**config.mk**
```make
export PLATFORM = sky130hd
export DESIGN_NAME = stream_pkt_fifo
export DESIGN_NICKNAME = d
export VERILOG_FILES = /design/src/rtl/stream_pkt_fifo.sv
export SDC_FILE = /design/constraint.sdc
export NUM_CORES = 1
export LEC_CHECK = 0
export CORE_MARGIN = 4
export CORE_UTILIZATION = 56
export DETAILED_ROUTE_END_ITERATION = 8
export PLACE_DENSITY = 0.85
export SLEW_MARGIN = 20
export SYNTH_ARGS = -nofsm -noshare
export SYNTH_HDL_FRONTEND = slang
export SYNTH_SLANG_ARGS = --single-unit
```
**constraint.sdc**
```tcl
create_clock -name clk -period 3.3 [get_ports clk]
set_input_delay 0.66 -clock clk [delete_from_list [all_inputs] [get_ports clk]]
set_output_delay 0.66 -clock clk [all_outputs]
set_load 0.1 [all_outputs]
```
**src/rtl/stream_pkt_fifo.sv**
```systemverilog
// stream_pkt_fifo: store-and-forward frame buffer from the rx stream (rxd/rx_dv)
// to the tx stream (txd/tx_en). A frame is only forwarded once it has been
// received completely. A frame that does not fit is discarded as a whole.
// Frames leave back to back, separated by a guaranteed idle gap of IFG cycles.
//
// Optional feature: define STREAM_PKT_FIFO_STATS_EN to add the saturating
// rx_frame_cnt / drop_frame_cnt statistics outputs.
//
// TX FSM states
//   state   | meaning
//   TX_IDLE | no frame in progress; leave when a complete frame is buffered
//   TX_SEND | one buffered word per cycle on txd with tx_en=1, until last flag
//   TX_GAP  | inter-frame gap, tx_en=0 and txd=0 (IDLE supplies the final gap cycle)

module stream_pkt_fifo #(
   parameter int DW    = 8,
   parameter int DEPTH = 64,
   parameter int IFG   = 12
) (
   input  logic                     clk,
   input  logic                     rst_n,
   input  logic [DW-1:0]            rxd,
   input  logic                     rx_dv,
   output logic [DW-1:0]            txd,
   output logic                     tx_en,
   output logic                     drop_pulse,
   output logic [$clog2(DEPTH):0]   level
`ifdef STREAM_PKT_FIFO_STATS_EN
   ,
   output logic [15:0]              rx_frame_cnt,
   output logic [15:0]              drop_frame_cnt
`endif
);

   localparam int AW = $clog2(DEPTH);
   localparam int PW = AW + 1;
   localparam int GW = $clog2(IFG) + 1;

   typedef enum logic [1:0] {
      TX_IDLE,
      TX_SEND,
      TX_GAP
   } tx_state_t;

   tx_state_t       tx_state;
   logic [DW-1:0]   mem_data [DEPTH];
   logic            mem_last [DEPTH];

   logic [PW-1:0]   wr_ptr;
   logic [PW-1:0]   rd_ptr;
   logic [PW-1:0]   commit_ptr;
   logic [PW-1:0]   last_ptr;
   logic [PW-1:0]   frame_cnt;
   logic [GW-1:0]   gap_cnt;
   logic            rx_in_frame;
   logic            rx_bad;

   logic            full;
   logic            rd_en;
   logic            rd_last;
   logic            wr_en;
   logic            overflow;
   logic            commit;
   logic            drop;
   logic            tx_done;

   // A read in the same cycle frees a slot, so a write at full is only an
   // overflow when the tx side is not reading.
   assign full     = (wr_ptr[AW] != rd_ptr[AW]) && (wr_ptr[AW-1:0] == rd_ptr[AW-1:0]);
   assign rd_en    = (tx_state == TX_SEND);
   assign rd_last  = mem_last[rd_ptr[AW-1:0]];
   assign overflow = rx_dv && !rx_bad && full && !rd_en;
   assign wr_en    = rx_dv && !rx_bad && !overflow;
   assign commit   = !rx_dv && rx_in_frame && !rx_bad;
   assign drop     = !rx_dv && rx_bad;
   assign tx_done  = rd_en && rd_last;
   assign last_ptr = wr_ptr - PW'(1);

   // Only committed words count; the frame being received is invisible here.
   assign level    = commit_ptr - rd_ptr;

   // Storage array: data written as it arrives, last flag patched on commit.
   always_ff @(posedge clk) begin
      if (wr_en) begin
         mem_data[wr_ptr[AW-1:0]] <= rxd;
         mem_last[wr_ptr[AW-1:0]] <= 1'b0;
      end
      if (commit) begin
         mem_last[last_ptr[AW-1:0]] <= 1'b1;
      end
   end

   // RX framing: write pointer, commit point and drop handling.
   always_ff @(posedge clk or negedge rst_n) begin
      if (!rst_n) begin
         wr_ptr      <= '0;
         commit_ptr  <= '0;
         rx_in_frame <= 1'b0;
         rx_bad      <= 1'b0;
         drop_pulse  <= 1'b0;
      end else begin
         drop_pulse <= 1'b0;
         if (rx_dv) begin
            rx_in_frame <= 1'b1;
            if (overflow) begin
               // Rewind so the partial frame vanishes; the rest is ignored.
               rx_bad <= 1'b1;
               wr_ptr <= commit_ptr;
            end else if (wr_en) begin
               wr_ptr <= wr_ptr + PW'(1);
            end
         end else begin
            rx_in_frame <= 1'b0;
            rx_bad      <= 1'b0;
            if (drop) begin
               drop_pulse <= 1'b1;
            end
            if (commit) begin
               commit_ptr <= wr_ptr;
            end
         end
      end
   end

   // Count of complete frames waiting; commit and tx completion may coincide.
   always_ff @(posedge clk or negedge rst_n) begin
      if (!rst_n) begin
         frame_cnt <= '0;
      end else begin
         case ({commit, tx_done})
            2'b10:   frame_cnt <= frame_cnt + PW'(1);
            2'b01:   frame_cnt <= frame_cnt - PW'(1);
            default: frame_cnt <= frame_cnt;
         endcase
      end
   end

   // TX FSM with registered txd/tx_en and the inter-frame gap timer.
   always_ff @(posedge clk or negedge rst_n) begin
      if (!rst_n) begin
         tx_state <= TX_IDLE;
         txd      <= '0;
         tx_en    <= 1'b0;
         rd_ptr   <= '0;
         gap_cnt  <= '0;
      end else begin
         case (tx_state)
            TX_IDLE: begin
               txd   <= '0;
               tx_en <= 1'b0;
               if (frame_cnt != '0) begin
                  tx_state <= TX_SEND;
               end
            end
            TX_SEND: begin
               txd    <= mem_data[rd_ptr[AW-1:0]];
               tx_en  <= 1'b1;
               rd_ptr <= rd_ptr + PW'(1);
               if (rd_last) begin
                  // The IDLE cycle contributes one gap cycle of its own.
                  if (IFG > 1) begin
                     tx_state <= TX_GAP;
                     gap_cnt  <= GW'(IFG - 1);
                  end else begin
                     tx_state <= TX_IDLE;
                  end
               end
            end
            TX_GAP: begin
               txd   <= '0;
               tx_en <= 1'b0;
               if (gap_cnt <= GW'(1)) begin
                  tx_state <= TX_IDLE;
               end else begin
                  gap_cnt <= gap_cnt - GW'(1);
               end
            end
            default: begin
               tx_state <= TX_IDLE;
               txd      <= '0;
               tx_en    <= 1'b0;
            end
         endcase
      end
   end

`ifdef STREAM_PKT_FIFO_STATS_EN
   // Saturating frame statistics.
   always_ff @(posedge clk or negedge rst_n) begin
      if (!rst_n) begin
         rx_frame_cnt   <= '0;
         drop_frame_cnt <= '0;
      end else begin
         if (commit && (rx_frame_cnt != 16'hFFFF)) begin
            rx_frame_cnt <= rx_frame_cnt + 16'd1;
         end
         if (drop && (drop_frame_cnt != 16'hFFFF)) begin
            drop_frame_cnt <= drop_frame_cnt + 16'd1;
         end
      end
   end
`endif

endmodule
```
Word-level counts from Yosys, hierarchy flattened --
Memory sizes are Yosys's and may differ from the RTL's. Index checks and enable logic that the tools add are counted.
Storage, ports and cells: flip-flop bits (word level) 47, logic and storage cells 80, output and inout bits 17, input port bits 11, memories 2, bits in writable memories 576
Memory list:
- mem_data | words 64, bits a word 8, rd ports 1, clocked after memory_dff 0, write ports 1, line 46 | logic [DW-1:0] mem_data [DEPTH];
- mem_last | words 64, bits a word 1, rd ports 1, clocked after memory_dff 0, write ports 1, line 47 | logic mem_last [DEPTH];
Cells by class: bitwise gates (word level) 1, mux-type cells 24, magnitude comparators 1, add/subtract/negate cells 7, equal/unequal tests 11, reduce and logical (&&, ||, !) cells 23
Operator list (count):
- 7-bit by 1-bit adder with 7-bit output, second input constant | 3
- 7-bit two-way mux | 2
- 7-bit one-hot mux with 2 select lines | 1
- 1-bit two-way mux | 12
- 5-bit two-way mux | 2
- 5-bit one-hot mux with 2 select lines | 1
- 1-bit logical AND | 9
- 8-bit two-way mux | 1
- 7-bit nonzero test | 1
- 7-bit by 1-bit subtractor with 7-bit output, second input constant | 1
- 7-bit subtractor | 1
- 6-bit equality test | 1
- 2-bit two-way mux | 3
- 6-bit two-way mux | 1
- 2-bit != test, second input constant | 3
- 2-bit one-hot mux with 3 select lines | 1
- 3-bit AND reduction | 2
- 2-bit nonzero test | 3
- 6-bit by 1-bit subtractor with 6-bit output, second input constant | 1
- 5-bit by 1-bit less-or-equal comparator with 1-bit output, second input constant | 1
- 5-bit by 1-bit subtractor with 5-bit output, second input constant | 1
- 2-bit by 1-bit equality test with 1-bit output, second input constant | 2
- 2-bit equality test, second input constant | 2
- 1-bit logical NOT | 4
- other kinds (6) | 8

Depth between registers and ports, before layout --
Gate-level depths: netlist of run 1.
word-level depth 9, depth in mapped cells 17

Least setup slack after synthesis of run 1 --
Ideal clock, no wire load.
path type register -> output, start register rd_ptr[2], end output level[6], slack -596 ps, stages on the path, launching flop included 11, data arrival time 3236 ps, data required time 2640 ps, path through dfrtp_1 buf_4 buf_6 buf_2 inv_2 ha_1 a21oi_1 o21bai_1 a21o_1 a21oi_1 xnor2_1
Between the ends: longest elaborated chain between the ends 1
RTL lines:
- start: declaration | line 50 | logic [PW-1:0] rd_ptr;
- start signal: assignment | line 158 | rd_ptr <= rd_ptr + PW'(1);
- 7-bit subtractor | line 80 | assign level = commit_ptr - rd_ptr;
- end: declaration | line 27 | output logic [$clog2(DEPTH):0] level
No other way between the ends.

Worst setup path after layout of run 1 --
start register rd_ptr[1], end output level[6]
Same word-level chain as after synthesis.

==> summary by stage, run 1 <==
Status
The run finished, with violations left. The checks that failed: setup timing.

Detailed routing
The average detailed-routed wire length per instance is 30.7 um. In this run the remaining antenna-violating nets after routing total 0. Summed over all layers, the routed wires come to approximately 67000 um. The number of search-and-repair iterations in the first detailed-routing pass is 7. The starting DRC count in detailed routing is 2392. Using the TritonRoute via totals, the vias-per-cell ratio works out to 6.75. The via total after detailed routing is ~15000.

For this run, design rule violations remaining after detail routing come to 0.

Synth
The area of the mapped netlist is approximately 25000 um^2. After synthesis, flip-flops and latches occupy between 70 and 80% of the total area. The synthesized area divided by synthesized cell count is 18.4 um^2. The most used flip-flop cell after synthesis is sky130_fd_sc_hd__edfxtp_1.

When the netlist entered floorplanning its net count stood at between 1000 and 1500. The synthesized netlist contains 56 unique library cells. The post-synthesis cell count is 1374. The post-synthesis simple-gate area fraction is 5.08%. For this run, asynchronously set or reset flops after synthesis account for about 7.5%. The largest family of logic cells by synthesized area is multiplexers. The synthesized design contains 576 enable-type register cells. Multiplexer cells account for roughly 15% of the synthesized area. Of the total synthesized cell area, the portion taken by XOR and XNOR cells is 1.11%. Summing the areas of all compound-gate instances in the mapped netlist gives between 3 and 4% of the synthesized area. The total of warnings raised by yosys is 0. The adder-cell share of the synthesized area is 0.999%. The total of flip-flops plus latches after synthesis is 623.

Clocking
The clock tree synthesis step divided the H-tree into 2 levels. The CTS tree is yes. The later pin in the worst-skew pair is clocked with a latency of roughly 650 ps. The longest clock path from root to sink contains 3 buffers. Clock-pin slew was measured on the worst setup and hold paths at 70 ps.

The number of buffers added by the clock tree synthesis step is 59. The count of clock tree sinks is 623. The tree is rooted in a sky130_fd_sc_hd__clkbuf_16.

Timing
The final critical path takes up 109% of the cycle. The transition time of the tightest slew-check pin is 969 ps. The count of final hold-check violations came to 0. The minimum setup slack in the final design is -305 ps. Setup repair after global routing could not meet its margin everywhere. The worst clock skew is 40.2 ps. Counting I/O delays and the setup requirement, the final critical path takes 3610 ps. Headroom to the max-slew limit came out at a little over a third.

The count of pins over their slew limit was 0. The setup violation total in the final timing report is 36. The timing-limited maximum frequency is 277 MHz.

Worst setup path
The endpoint arrival time on the critical path is 2950 ps. In this run the worst setup path terminates at level[6]. The capture point of the worst reg-to-reg path is frame_cnt[6]$_DFFE_PN0P_. The signal on the critical path passes through buf_12 > buf_6 > fa_2 > inv_2 > a21oi_2 > o21bai_1 > a21o_1 > a21oi_2 > xnor2_2 > buf_12. The cell with the largest stage delay on the worst path is sky130_fd_sc_hd__dfrtp_4. STA classifies the critical path endpoint as an output pin.

Tracing the worst setup path back leads to its startpoint at rd_ptr[1]$_DFFE_PN0P_. For the worst setup path, the data required time is 2640 ps. The worst register-to-register path begins at rd_ptr[1]$_DFFE_PN0P_. The depth of the most critical reg-to-reg path is 15.

The critical path's largest stage delay is 510 ps. Of all nets on the critical path, the largest fanout is 7. The category of the critical setup timing path is flop to output pin. The worst register-to-register path has a setup slack of -270 ps. The worst setup path is launched from a flop.

Hold path
The class of the most critical hold timing path is input port to asynchronous set/reset pin.

Power and ir drop
The total power divided by cell area is 925 nW/um^2. For this design the static power due to leakage is 0.00979 uW. The worst-case IR drop observed on VDD is 2.06 mV.

Flow run
The count of maximum capacitance violations is 0.

Die
The number of placed I/O pins is 28. The die is 221 um tall. The number of core rows is 77.

The starting utilization of the core area is between 50% and 60%. The floorplan step defined a core boundary enclosing about 44000 um^2. In this run the horizontal extent of the chip is 221 um. The die covers 48700 um^2.

Placement
The last weighted congestion value of the routability-driven placer is 0.950. The area of placed instances is 27000 um^2. Port buffering added 27 buffers.

The worst-case setup slack after placement is -116 ps. Detailed placement finished with a half-perimeter wire length of ~35000 um.

Cells and area
The share of cells above drive strength 1 is 30.5%. The area growth from synthesis to layout is 16.3%. Once layout is done, the placed cells without fillers occupy 29400 um^2. The number of nets in the final layout is 1557.

Global route
Entering global routing, the biggest net connects between 60 and 70 pins. The overall track demand over capacity in global routing is 26.8%. The number of global-route vias before repair came to 14700. The first global-routing pass estimated 95800 um of wire. The initial antenna violation count is 0. After global routing the overflow that remains totals 0.
==> layer usage <==
layer  vias to the layer above  GRT usage, %  part of all wire, %
met5                         -             0                    0
met4                         0          11.9                  5.1
met3                       251          5.31                   12
met2                      1267          43.7                   50
met1                      7371          35.8                   33
li1                       5767             -                    -
==> placed cells by master (no fill, tap or decap), types with 10 or more instances in the layout <==
master,count
sky130_fd_sc_hd__a21oi_1,29
sky130_fd_sc_hd__a22oi_1,37
sky130_fd_sc_hd__buf_12,17
sky130_fd_sc_hd__buf_4,128
sky130_fd_sc_hd__clkbuf_1,19
sky130_fd_sc_hd__clkbuf_16,61
sky130_fd_sc_hd__clkinv_2,10
sky130_fd_sc_hd__dfrtp_1,44
sky130_fd_sc_hd__edfxtp_1,576
sky130_fd_sc_hd__ha_1,12
sky130_fd_sc_hd__inv_1,17
sky130_fd_sc_hd__mux2i_1,22
sky130_fd_sc_hd__mux4_2,149
sky130_fd_sc_hd__nand2_1,62
sky130_fd_sc_hd__nand3_1,26
sky130_fd_sc_hd__nor2_1,119
sky130_fd_sc_hd__nor2_2,36
sky130_fd_sc_hd__o21ai_1,15
sky130_fd_sc_hd__xnor2_1,18
==> power breakdown <==
| group | total, uW | switching (uW) | internal, uW | leakage, uW |
|---|---|---|---|---|
| combinational | 10900 | 6400 | 4510 | 0.00308 |
| clock | 6790 | 2980 | 3810 | 0.000946 |
| sequential | 9530 | 412 | 9120 | 0.00577 |
| total | 27200 | 9790 | 17400 | 0.00979 |
==> logic make-up (layout without fill, tap and decap cells) <==
group                      count (synthesis)  count (layout)
adders and majority gates                 19              19
buffers and inverters                     92             296
muxes                                    181             181
and+or+nand+nor                          296             296
xor gates and xnor gates                  32              32
AOI/OAI and AO/OA                        131             131
DFF                                      623             623
other                                      0               1
==> critical path, delay by kind of cell, from the launching register on <==
family          cells  cell delay [ps]
fa+ha+maj           1              390
compound gates      4              590
xor+xnor            1              260
flops               1              510
buf+inv             4              560
==> cell usage after synthesis (8+ instances only) <==
cell | count | area [um^2]
sky130_fd_sc_hd__edfxtp_1 | 576 | 17300
sky130_fd_sc_hd__nor2_1 | 159 | 597
sky130_fd_sc_hd__mux4_2 | 149 | 3360
sky130_fd_sc_hd__nand2_1 | 62 | 233
sky130_fd_sc_hd__dfrtp_1 | 47 | 1180
sky130_fd_sc_hd__a22oi_1 | 37 | 278
sky130_fd_sc_hd__a21oi_1 | 36 | 180
sky130_fd_sc_hd__nand3_1 | 27 | 135
sky130_fd_sc_hd__clkbuf_1 | 24 | 90.1
sky130_fd_sc_hd__mux2i_1 | 23 | 230
sky130_fd_sc_hd__xnor2_1 | 22 | 193
sky130_fd_sc_hd__inv_1 | 20 | 75.1
sky130_fd_sc_hd__buf_2 | 19 | 95.1
sky130_fd_sc_hd__ha_1 | 17 | 213
sky130_fd_sc_hd__buf_4 | 12 | 90.1
sky130_fd_sc_hd__o21ai_1 | 12 | 60.1
sky130_fd_sc_hd__xor2_1 | 10 | 87.6
sky130_fd_sc_hd__a31oi_1 | 9 | 56.3
sky130_fd_sc_hd__and2_1 | 9 | 56.3
sky130_fd_sc_hd__o21ai_0 | 9 | 45.0
sky130_fd_sc_hd__buf_6 | 8 | 90.1
sky130_fd_sc_hd__mux2_2 | 8 | 90.1
==> stage by stage <==
stage / hold WS, ps / cells / setup TNS (ps) / power, uW / util (%)
2_1_floorplan: 364 / 1374 / -157 / 16100 / -
3_3_place_gp: 468 / 2038 / -81.2 / 19000 / 60.7
3_5_place_dp: 466 / 2038 / -390 / 19200 / 60.7
4_1_cts: 174 / 2166 / -427 / 26500 / 65.8
5_1_grt: 219 / 2170 / -10280 / 28000 / 66.2
6_report: 182 / 2171 / -1900 / 27200 / 66.3
==> state kept, by name, indices dropped and copies added, names as in the netlist <==
name / flops
mem_data: 512
mem_last: 64
txd: 8
commit_ptr: 7
frame_cnt: 7
rd_ptr: 7
wr_ptr: 7
gap_cnt: 5
tx_state: 2
drop_pulse: 1
rx_bad: 1
rx_in_frame: 1
tx_en: 1
==> cell type report <==
cell class / instances / area, um^2
flip-flops and latches: 623 / 18500
fillers: 2613 / 15000
multi-input cells: 659 / 6660
clock buffers: 88 / 1700
repair buffers: 159 / 1500
well taps: 592 / 741
clock inverters: 24 / 241
inverters: 25 / 96.3
diodes: 1 / 2.50
==> worst min path at each step <==
stage / slack (ps) / to / startpoint / cells after the start
3_5_place_dp: 470 / frame_cnt[6]$_DFFE_PN0P_ / frame_cnt[6]$_DFFE_PN0P_ / 1
3_3_place_gp: 470 / frame_cnt[6]$_DFFE_PN0P_ / frame_cnt[6]$_DFFE_PN0P_ / 1
4_1_cts: 170 / txd[4]$_DFF_PN0_ / rst_n / 1
5_1_grt: 220 / frame_cnt[1]$_DFFE_PN0P_ / rst_n / 1
2_1_floorplan: 360 / commit_ptr[0]$_DFFE_PN0P_ / rst_n / 0
6_report: 180 / frame_cnt[5]$_DFFE_PN0P_ / rst_n / 1
==> timing repair <==
| item | in CTS | in global routing |
|---|---|---|
| pin swaps | 19 | 17 |
| buffers inserted | 16 | 3 |
| setup endpoints to repair | 51 | 298 |
| gates resized for setup | 54 | 31 |
| cloned | 1 | 1 |
| hold buffers | 0 | 0 |
(Power assumes the default switching activity.)
==> run 2: changes to the inputs <==
--- a/config.mk
+++ b/config.mk
@@ -5,10 +5,12 @@
 export SDC_FILE = /design/constraint.sdc
 export NUM_CORES = 1
 export LEC_CHECK = 0
+export CELL_PAD_IN_SITES_DETAIL_PLACEMENT = 0
+export CELL_PAD_IN_SITES_GLOBAL_PLACEMENT = 1
 export CORE_MARGIN = 4
-export CORE_UTILIZATION = 56
+export CORE_UTILIZATION = 50
 export DETAILED_ROUTE_END_ITERATION = 8
-export PLACE_DENSITY = 0.85
+export PLACE_DENSITY = 0.86
 export SLEW_MARGIN = 20
 export SYNTH_ARGS = -nofsm -noshare
 export SYNTH_HDL_FRONTEND = slang
==> summary by stage, run 2 (synthesis gave the netlist of run 1 again) <==
Status
The run finished, with violations left. The checks that failed: setup timing.

Detailed routing
The final route contains roughly 14000 vias. The average detailed-routed wire length per instance is 26.1 um. The number of remaining DRC errors is 0. The number of search-and-repair iterations in the first detailed-routing pass is 5. The starting DRC count in detailed routing is 1658.

The routed wire length is 58300 um. The final antenna-violating net count is 0. The number of vias per cell after detailed routing is roughly 6.

Clocking
The later pin in the worst-skew pair is clocked with a latency of 630 ps. The cell sitting at the root of the clock tree is a sky130_fd_sc_hd__clkbuf_16. The maximum count of clock buffers along a single path is 3. The number of buffers added by the clock tree synthesis step is 60.

The clock net in this run drives a total of 623 sinks. The clock edge transition at the registers on the reported setup and hold paths is about 60 ps. The H-tree was split into 2 levels.

The hold buffer count at cts is 0. TritonCTS built the clock tree.

Die
The starting utilization of the core area is between 50% and 60%. The floorplan step defined a die boundary enclosing 54300 um^2. Measured along the x axis, the die boundary spans about 230 um. The core footprint is about 50000 um^2.

During I/O placement, the number of pins put on the boundary was 28. Row generation in the floorplan step produced 82 rows. The vertical extent of the die is about 230 um.

Global route
The overall track demand over capacity in global routing is 21.6%. The total congestion overflow after global routing is 0. The initial antenna violation count came to 1. The global-route wire length before repair is roughly 87000 um.

Entering global routing, the biggest net connects 117 pins. The number of global-route vias before repair was 13900.

Flow run
Max-cap violations in this run came to 0.

Placement
Prior to clock tree synthesis, the placed netlist has a worst setup slack of -139 ps. The congestion estimate from routability-driven global placement came to 0.851. Detailed placement finished with a half-perimeter wire length of 35100 um. The count of port buffers added during placement is 27.

Hold path
The tightest min-delay check is of the input port to asynchronous set/reset pin type.

Timing
The count of final hold-check violations is 0. In this run the tightest slew margin relative to its limit is approximately a third. On the final layout, the worst clock skew is approximately 22 ps.

The timing-limited maximum frequency is 287 MHz. The count of pins over their slew limit was 0. Setup violations remaining at the end of the flow were counted as 4. The final critical path takes up 106% of the cycle.

At the pin with the least slew margin, the transition time is ~1000 ps. Subtracting the final worst setup slack from the clock period gives about 3500 ps. Setup repair after global routing could not meet its margin everywhere. Once routing completed, OpenROAD measured the worst setup slack at -183 ps.

Worst setup path
The maximum fanout along the worst path is 5. The most critical setup path has its startpoint at rd_ptr[0]$_DFFE_PN0P_. The endpoint identified for the worst register-to-register timing path is frame_cnt[6]$_DFFE_PN0P_. The type of element launching the critical path is a flop.

The required time at the endpoint of the critical path is 3840 ps. The worst setup path is captured at a flop. Counting cells, the worst reg-to-reg path comes to 15. The last element of the critical path is frame_cnt[6]$_DFFE_PN0P_. The setup path with the least slack is of type flop to flop. The register-to-register setup slack is -180 ps. The startpoint identified for the worst register-to-register timing path is rd_ptr[0]$_DFFE_PN0P_. For the worst setup path, the data arrival time is about 4000 ps.

Power and ir drop
Overall power consumption after layout is estimated at 26700 uW. VDD sags by at most between 0.9 and 1 mV. For this design the ratio of total power to cell area is 911 nW/um^2. The analysis attributes to cell leakage a power of a little under 0.01 uW.

Cells and area
Relative to the synthesized area, the layout overhead comes to 15.9%. The number of flip-flops under the largest register name is approximately 500. 0 antenna diodes ended up in the layout.

Leaving out fill and tap cells, the most frequent cells in the layout are sky130_fd_sc_hd__edfxtp_1, sky130_fd_sc_hd__nor2_1, sky130_fd_sc_hd__mux4_2. In the final design database the tool counted 1541 nets. Cells with a size suffix above 1 make up 27.3% of the layout. Leaving out fill and tap cells, the most frequent cell in the layout is sky130_fd_sc_hd__edfxtp_1.
-- run 2: how the worst min path moves through the flow --
stage                            start                        end  slack, ps  cells past startpoint
2_1_floorplan                    rst_n  commit_ptr[0]$_DFFE_PN0P_        360                      0
3_3_place_gp   tx_state[1]$_DFFE_PN0P_    tx_state[0]$_DFFE_PN0P_        460                      1
3_5_place_dp   tx_state[1]$_DFFE_PN0P_    tx_state[0]$_DFFE_PN0P_        480                      1
4_1_cts                          rst_n      wr_ptr[5]$_DFFE_PN0P_         80                      1
5_1_grt                          rst_n       drop_pulse$_DFF_PN0_        120                      1
6_report                         rst_n       drop_pulse$_DFF_PN0_         90                      1
-- run 2: layout make-up --
class	instances	area, um^2
fillers	3596	20700
flip-flops and latches	623	18500
multi-input cells	659	6530
clock buffers	78	1590
repair buffers	142	1390
well taps	672	841
clock inverters	36	398
inverters	25	93.8
-- run 2: timing repair --
item	4_1_cts	5_1_grt
setup buffers	7	3
endpoints found under the setup margin	29	537
resized for setup	18	22
pin swaps	9	17
cloned	0	3
-- run 2: where the power goes --
part / switching [uW] / internal [uW]
registers: 332 / 9120
logic: 5990 / 4360
clock network: 2940 / 3960
-- run 2: worst max-delay path, cell delays in order (launching register included) --
cell	delay, ps
sky130_fd_sc_hd__dfrtp_4	490
sky130_fd_sc_hd__buf_6	130
sky130_fd_sc_hd__mux2_4	290
sky130_fd_sc_hd__a222oi_1	360
sky130_fd_sc_hd__nand4_1	130
sky130_fd_sc_hd__nor4bb_4	180
sky130_fd_sc_hd__a22oi_2	270
sky130_fd_sc_hd__inv_2	80
sky130_fd_sc_hd__ha_4	180
sky130_fd_sc_hd__fa_2	360
sky130_fd_sc_hd__a21o_1	180
sky130_fd_sc_hd__a21oi_2	150
sky130_fd_sc_hd__o21bai_1	70
sky130_fd_sc_hd__a21oi_1	170
sky130_fd_sc_hd__mux2i_1	230
sky130_fd_sc_hd__xnor2_1	130
-- run 2: per-layer routing --
metal | up-vias | global-route usage, % | part of all wire (%)
met5 | - | 0 | 0
met4 | 0 | 7.68 | 3.2
met3 | 126 | 3.91 | 9.2
met2 | 747 | 34.1 | 49
met1 | 7013 | 30.7 | 39
li1 | 5752 | - | -
-- run 2: stage by stage --
stage / TNS (ps) / hold slack [ps] / util [%] / area (um^2) / std cells
global route: -1250 / 117 / 58.6 / 29300 / 2235
CTS: -809 / 77.2 / 58.2 / 29100 / 2230
finish: -578 / 94.0 / 58.6 / 29300 / 2235
global placement: -272 / 462 / 54.0 / 27000 / 2109
floorplan: -157 / 364 / - / 25400 / 1374
detailed placement: -414 / 477 / 54.0 / 27000 / 2109
==> run 3: changes to the inputs <==
--- a/config.mk
+++ b/config.mk
@@ -8,9 +8,10 @@
 export CELL_PAD_IN_SITES_DETAIL_PLACEMENT = 0
 export CELL_PAD_IN_SITES_GLOBAL_PLACEMENT = 1
 export CORE_MARGIN = 4
-export CORE_UTILIZATION = 50
+export CORE_UTILIZATION = 55
+export CTS_CLUSTER_SIZE = 12
 export DETAILED_ROUTE_END_ITERATION = 8
-export PLACE_DENSITY = 0.86
+export PLACE_DENSITY = 0.89
 export SLEW_MARGIN = 20
 export SYNTH_ARGS = -nofsm -noshare
 export SYNTH_HDL_FRONTEND = slang
==> constraint.sdc (replaced) <==
create_clock -name clk -period 3.4 [get_ports clk]
set_input_delay 0.68 -clock clk [delete_from_list [all_inputs] [get_ports clk]]
set_output_delay 0.68 -clock clk [all_outputs]
set_load 0.1 [all_outputs]
==> summary by stage, run 3 (synthesis gave the netlist of run 1 again) <==
Timing
Setup repair after global routing could not meet its margin everywhere. The count of pins over their slew limit was 0. Measured against its own limit, the worst slew margin works out to a little under a third. At the pin with the least slew margin, the transition time is approximately 1000 ps. Hold is met by 177 ps. Setup slack on the critical path of the routed design comes to -31.1 ps.

The worst clock skew is 26.2 ps. Derived from the worst setup path, the maximum achievable clock frequency is 291 MHz. The count of final hold-check violations is 0. The setup violation total in the final timing report is 1. The worst path uses 101% of the clock period. After layout, the minimum clock period comes to between 3000 and 4000 ps.

Global route
The first global-routing pass estimated 88900 um of wire. The initial antenna violation count is 0. The number of global-route vias before repair came to 14100.

The overall track demand over capacity in global routing is 24.1%. The largest net degree at the start of global routing is 73. Summed over all layers, the global routing overflow is 0.

Worst setup path
The largest single stage delay on the critical path is 510 ps. The worst register-to-register path has a setup slack of -30 ps. The worst setup path is captured at a flop. The critical path is of the flop to flop type.

The maximum fanout along the worst path is 6. The depth of the most critical reg-to-reg path is 17. STA classifies the critical path startpoint as a flop. The signal on the critical path passes through buf_12 > buf_12 > buf_6 > mux2i_1 > nand2_1 > a311oi_2 > a311oi_2 > a22oi_2 > inv_2 > ha_4 > fa_2 > a21o_1 > a21oi_2 > o21bai_1 > a21oi_2 > mux2i_1 > xnor2_1. The last element of the critical path is frame_cnt[6]$_DFFE_PN0P_. The reg-to-reg startpoint is rd_ptr[1]$_DFFE_PN0P_. The worst register-to-register path ends at frame_cnt[6]$_DFFE_PN0P_. Data on the critical path arrives at its endpoint at 3940 ps. The cell with the largest stage delay on the worst path is sky130_fd_sc_hd__dfrtp_4. The worst setup path startpoint is rd_ptr[1]$_DFFE_PN0P_. The required time at the endpoint of the critical path is 3910 ps.

Placement
The count of port buffers added during placement is 27. The last weighted congestion value of the routability-driven placer is 0.850. Before CTS, the worst setup slack after placement is -59.6 ps. The placed wire-length estimate is 35600 um.

Cells and area
From synthesis to final layout, the design area changed by 16.1%. The number of flip-flops under the largest register name is approximately 500. The share of cells above drive strength 1 is 28.4%.

The number of nets in the final layout is 1577. The final standard cell utilization of the core is between 60 and 70%. The top cell types in the final layout, fill and taps aside, are sky130_fd_sc_hd__edfxtp_1, sky130_fd_sc_hd__nor2_1, sky130_fd_sc_hd__mux4_2, sky130_fd_sc_hd__buf_4, sky130_fd_sc_hd__clkbuf_16. The count of inserted antenna diode cells is 0. The number of filler instances in the final layout is 3002. The most common cell after layout, fill and taps aside is sky130_fd_sc_hd__edfxtp_1.

Clocking
The count of clock tree sinks is 623. The CTS tree is yes. The number of H-tree levels is 3. Buffers inserted to repair hold after CTS numbered 0. Clock tree synthesis inserted a total of 66 buffers. The clock edge transition at the registers on the reported setup and hold paths is 60 ps. The maximum count of clock buffers along a single path is 3. The buffer cell driving the clock tree root is sky130_fd_sc_hd__clkbuf_16.

The clock network latency to the later pin of the worst-skew pair is 600 ps.

Power and ir drop
The total power divided by cell area is 882 nW/um^2. The standby leakage power is 0.00988 uW. The worst-case IR drop observed on VDD is between 1.5 and 2 mV.

Detailed routing
The number of search-and-repair iterations in the first detailed-routing pass is 5. The first routing iteration left 1730 violations. The number of remaining DRC errors is 0. The count of nets left with antenna violations once routing finished came out at 0. The via total after detailed routing is roughly 14000. In the final routed layout, each cell accounts on average for 27.0 um. The number of vias per cell after detailed routing is 6.27. For this block, the routed nets add up to 59300 um of wire.

Die
The vertical extent of the die is 223 um. The core region is 45500 um^2. The floorplan has between 70 and 80 rows. Measured along the x axis, the die boundary spans 223 um. In this run the count of I/O pins placed on the die edge is 28. The starting utilization of the core area is 55.6%.

The die covers 49500 um^2.

Hold path
The class of the most critical hold timing path is input port to asynchronous set/reset pin.

Status
The final reports fail on setup timing. The flow ran to the end, but the final reports show violations.

Flow run
Max-cap violations in this run came to 0.
==> run 3: worst min-delay path by stage <==
| stage | start | to | depth (start not counted) |
|---|---|---|---|
| 4_1_cts | rst_n | rd_ptr[5]$_DFFE_PN0P_ | 1 |
| 2_1_floorplan | rst_n | commit_ptr[0]$_DFFE_PN0P_ | 0 |
| 3_5_place_dp | tx_state[1]$_DFFE_PN0P_ | tx_state[0]$_DFFE_PN0P_ | 1 |
| 5_1_grt | rst_n | gap_cnt[1]$_DFFE_PN0P_ | 1 |
| 6_report | rst_n | rd_ptr[5]$_DFFE_PN0P_ | 1 |
| 3_3_place_gp | tx_state[1]$_DFFE_PN0P_ | tx_state[0]$_DFFE_PN0P_ | 1 |
==> run 3: final cells by class <==
cell class / instances / area, um^2 / area share, %
flip-flops and latches: 623 / 18500 / 62.9
multi-input cells: 659 / 6540 / 22.2
clock buffers: 97 / 1860 / 6.34
repair buffers: 172 / 1480 / 5.03
well taps: 600 / 751 / 2.56
clock inverters: 15 / 173 / 0.588
inverters: 25 / 93.8 / 0.319
==> run 3: worst max-delay path: cells and delay by family, from the launching register on <==
family,cells,cell delay (ps)
adder cells (fa/ha/maj),2,520
buffers and inverters,4,440
multiplexers,2,360
XOR/XNOR,1,140
AO/OA/AOI/OAI,7,1290
AND/OR/NAND/NOR,1,90
flip-flops,1,510
==> run 3: through the flow <==
| stage | setup TNS [ps] | power (uW) | area [um^2] | cells |
|---|---|---|---|---|
| after global placement | -33.1 | 18500 | 27000 | 2063 |
| after CTS | -144 | 25800 | 29300 | 2186 |
| final | -31.1 | 25900 | 29400 | 2191 |
| after detailed placement | -69.1 | 18600 | 27000 | 2063 |
| after floorplan | 0 | 15600 | 25400 | 1374 |
| after global routing | -355 | 26900 | 29400 | 2191 |
==> run 3: report_power, final <==
group / switching, uW / total [uW] / internal (uW)
Sequential: 335 / 9190 / 8860
Clock: 2840 / 6800 / 3960
Combinational: 5770 / 9910 / 4140
Total: 8950 / 25900 / 17000
==> run 3: metal layers <==
metal  vias up  global-route usage (%)  routed length (um)
li1       5801                       -                   -
met1      7035                    32.7               21800
met2       777                    39.3               29600
met3       124                    6.14                6100
met4         2                    7.10                1670
met5         -                   0.782                  56
==> run 3: timing repair <==
item / CTS / global route
setup endpoints to repair: 7 / 5
buffers inserted: 11 / 8
gates cloned: 0 / 1
resized for setup: 25 / 12
pin swaps: 15 / 17
